## src/rtl/mod_updown_counter.sv

```systemverilog
// mod_updown_counter
//   Loadable up/down modulo counter for timebases and event counting.
//   The count range is 0..MAX_VAL. At each limit the counter either wraps
//   to the opposite limit or holds there, depending on SATURATE.
//   The outputs are registered, so they show the internal count one cycle
//   after it changes. The wrap flag is timed so that it is high in the same
//   cycle that the wrapped value appears on count.
// Ports
//   clk       clock; all logic runs on the rising edge
//   rst       synchronous active-high reset
//   en        count enable
//   up        direction: 1 = increment, 0 = decrement
//   load      load request; takes priority over en
//   load_val  value to load; values above MAX_VAL are clamped to MAX_VAL
//   count     registered copy of the internal count
//   zero      registered: internal count was 0
//   at_max    registered: internal count was MAX_VAL
//   wrap      one-cycle pulse, aligned with the wrapped value on count
module mod_updown_counter #(
  parameter int unsigned WIDTH    = 4,
  parameter int unsigned MAX_VAL  = 2**WIDTH - 1,
  parameter bit          SATURATE = 1'b0
) (
  input  logic             clk,
  input  logic             rst,
  input  logic             en,
  input  logic             up,
  input  logic             load,
  input  logic [WIDTH-1:0] load_val,
  output logic [WIDTH-1:0] count,
  output logic             zero,
  output logic             at_max,
  output logic             wrap
);

  localparam logic [WIDTH-1:0] MAX = WIDTH'(MAX_VAL);

  logic [WIDTH-1:0] cnt_q, cnt_d;
  logic             wrap_q, wrap_d;
  logic [WIDTH-1:0] count_q;
  logic             zero_q, at_max_q, wrap_out_q;

  logic at_top, at_bot;

  assign at_top = (cnt_q == MAX);
  assign at_bot = (cnt_q == '0);

  always_comb begin
    cnt_d  = cnt_q;
    wrap_d = 1'b0;
    if (load) begin
      cnt_d = (load_val > MAX) ? MAX : load_val;
    end else if (en) begin
      if (up) begin
        if (!at_top) begin
          cnt_d = cnt_q + 1'b1;
        end else if (!SATURATE) begin
          cnt_d  = '0;
          wrap_d = 1'b1;
        end
      end else begin
        if (!at_bot) begin
          cnt_d = cnt_q - 1'b1;
        end else if (!SATURATE) begin
          cnt_d  = MAX;
          wrap_d = 1'b1;
        end
      end
    end
  end

  // Output stage samples the current state. Because wrap_q is registered
  // alongside the value it produced, the wrap pulse on the output lines up
  // with the wrapped count.
  always_ff @(posedge clk) begin
    if (rst) begin
      cnt_q      <= '0;
      wrap_q     <= 1'b0;
      count_q    <= '0;
      zero_q     <= 1'b0;
      at_max_q   <= 1'b0;
      wrap_out_q <= 1'b0;
    end else begin
      cnt_q      <= cnt_d;
      wrap_q     <= wrap_d;
      count_q    <= cnt_q;
      zero_q     <= at_bot;
      at_max_q   <= at_top;
      wrap_out_q <= wrap_q;
    end
  end

  assign count  = count_q;
  assign zero   = zero_q;
  assign at_max = at_max_q;
  assign wrap   = wrap_out_q;

endmodule
```

## config.mk

```make
export PLATFORM = sky130hd
export DESIGN_NAME = mod_updown_counter
export DESIGN_NICKNAME = d
export VERILOG_FILES = /design/src/rtl/mod_updown_counter.sv
export SDC_FILE = /design/constraint.sdc
export NUM_CORES = 1
export LEC_CHECK = 0
export CAP_MARGIN = 20
export CORE_AREA = 2 2 39 41
export CTS_CLUSTER_SIZE = 28
export DETAILED_ROUTE_END_ITERATION = 10
export DIE_AREA = 0 0 41 43
export PLACE_DENSITY = 0.8
export SETUP_SLACK_MARGIN = 0.2
export SYNTH_ARGS = -nofsm -noshare
export SYNTH_HDL_FRONTEND = slang
export SYNTH_SLANG_ARGS = --single-unit
export TNS_END_PERCENT = 20
```

## constraint.sdc

```tcl
create_clock -name clk -period 2.8 [get_ports clk]
set_clock_uncertainty 0.05 [all_clocks]
set_input_delay 0.42 -clock clk [delete_from_list [all_inputs] [get_ports clk]]
set_output_delay 0.42 -clock clk [all_outputs]
set_load 0.02 [all_outputs]
```

==> results.ini <==
[sta]
fmax_mhz = 610
relSlewSlack_pct = 76.0
period_share_pct = 58.5
drv_slew = 0
fin_crit_ns = 1.64
finalSetupTns_ns = 0
worst_slew_pin_slew_ns = 0.359
hold_viol = 0
setup_viol = 0
hold_ws_ns = 0.393
rsz0062_at_grt = no

[worst_setup_path]
r2r_slack_ns = 1.27
crit_fanout = 1
path_buf_inv = 1
cp_top_family = buffers and inverters
required_ns = 2.33
crit_slowest_cell = clkdlybuf4s50_1
crit_chain = clkdlybuf4s50_1
r2r_cells = 6
cpPeakStageDelay_ns = 0.59
criticalPathCategory = reg -> out
r2r_start = cnt_q[0]
cp-start-kind = flop
r2r-end = cnt_q[2]
cp-end-kind = output port
cp.arrival_ns = 1.17

[cts]
root_buffer = clkbuf_4
cts-hold-fix-buffers = 0
post_cts_buffers = 0
cts_sinks = 12
clk_path_buf_depth = 2
cts_buffers = 3
clk_pin_slew_worst_paths_ns = 0.08
cts_tree = yes
cts.repair.resized = 0
htreeDepth = 1
insertion_delay_ns = 0.27

[power]
max-vdd-ir-drop_mv = 0.206
leakage_nw = 0.289
powerDensity_nw_per_um2 = 547

[yosys]
yosysSeqAreaShare_pct = 45.3
syn_area_um2 = 531
ys_async_sr_fraction_pct = 0
synth_edf_count = 0
synth_nets = 68
synth_seq_cells = 12
yosys_most_used_dff = dfxtp_1
syn_inst = 57
yosys.cell_types.count = 24
yosysWarningCount = 0
avgSynthCellArea_um2 = 9.31

[global_routing]
grt_max_degree = 12
grt_pass1_vias = 348
grt_pass1_wl_um = 1380
grt_usage_pct = 11.7
antenna_found_initial = 0
grt.overflow.total = 0

[min_path]
min_to = wrap
hold_path_class = reg -> reg
hold_depth = 1
min_from = wrap_q

[floorplan]
die_h_um = 43
boundaryPins = 16
start_util_pct = 38.3
core_area_um2 = 1380
die_x_um = 41
dieArea_um2 = 1760
num_rows = 14

[cells_and_area]
n_antenna_cell = 0
layout-drive-gt1-share_pct = 9.46
areaGrowthSynthToFinish_pct = 36.1
post-route-util_pct = 52.2
finalNetCount = 86

[detailed_routing]
num_vias = 434
avgViaCountPerCell = 4.82
antenna_left = 0
routed_wl_um = 865
drc_errors = 0
detail_route.wl_per_cell_um = 9.61
first_pass_iters = 4
initialDrtViolationCount = 12

[placement]
hpwl_um = 664
io_buffers = 15
gp_congestion = 0.882

[status]
status = complete, no violations

[run]
drv_cap = 0

==> how the worst max path moves through the flow <==
stage | start | end | slack (ns) | depth (start not counted)
after global placement | up | cnt_q[2] | 0.94 | 5
after CTS | zero | zero | 1.14 | 1
after detailed placement | up | cnt_q[2] | 0.94 | 5
after global routing | at_max | at_max | 1.11 | 1
final | zero | zero | 1.16 | 1
after floorplan | cnt_q[0] | cnt_q[2] | 1.42 | 6
==> through the flow <==
stage                     worst slack, ns  area, µm²  total power, W  cells
after floorplan                      1.42        531        0.000236     57
after global placement              0.944        686        0.000262     86
after detailed placement            0.935        686        0.000264     86
after CTS                            1.14        722        0.000401     90
after global routing                 1.11        722        0.000416     90
final                                1.16        722        0.000395     90
==> routing by layer <==
layer	vias to the layer above	GRT usage [%]	part of all wire [%]
li1	227	-	-
met1	189	15.4	44
met2	18	16.9	49
met3	0	4.71	6.6
met4	0	4.00	0
met5	-	0	0
==> logic make-up (layout without fill, tap and decap cells) <==
logic type / after synthesis / count (layout) / share of synthesized area [%]
mux: 2 / 2 / 4.01
fa+ha+maj: 2 / 2 / 4.72
buf+inv: 5 / 22 / 4.95
compound gates: 12 / 12 / 15.6
xor+xnor: 3 / 3 / 4.95
simple gates: 21 / 21 / 20.5
flops: 12 / 12 / 45.3
==> placed cells by master (no fill, tap or decap), types with 2 or more instances in the layout <==
cell             synthesis  final
a21oi_1                  4      4
inv_1                    3      3
clkbuf_4                 0      3
nor2_1                   6      6
nand2_1                  4      4
o21ai_0                  3      3
ha_1                     2      2
xnor2_1                  3      3
clkdlybuf4s50_1          0     15
nor2b_1                  5      5
dfxtp_1                 12     12
==> report_power, final <==
group / leakage [nW] / total [W] / internal [W] / switching, W
Sequential: 0.0985 / 0.000190 / 0.000180 / 0.00000971
Combinational: 0.170 / 0.0000696 / 0.0000390 / 0.0000306
Clock: 0.0210 / 0.000136 / 0.0000789 / 0.0000567
Total: 0.289 / 0.000395 / 0.000298 / 0.0000971
==> layout make-up <==
| type | count | area [µm²] |
|---|---|---|
| Sequential cell | 12 | 240 |
| Inverter | 3 | 11.3 |
| Tap cell | 16 | 20.0 |
| Timing Repair Buffer | 15 | 150 |
| Fill cell | 151 | 662 |
| Multi-Input combinational cell | 40 | 264 |
| Clock buffer | 4 | 36.3 |
==> flip-flops by register name (all words and copies together), names as in the netlist <==
name    count
cnt_q       4
count       4
wrap_q      1
at_max      1
zero        1
wrap        1
==> cells in the mapped netlist, drive strengths merged, types with 2 or more instances <==
library cell  instances  share of area, %
dfxtp                12                45
nor2                  6               4.2
nor2b                 5               5.9
a21oi                 4               3.8
nand2                 4               2.8
inv                   3               2.1
o21ai                 3               2.8
xnor2                 3               5.0
ha                    2               4.7
Power figures use the tool's default switching activity.
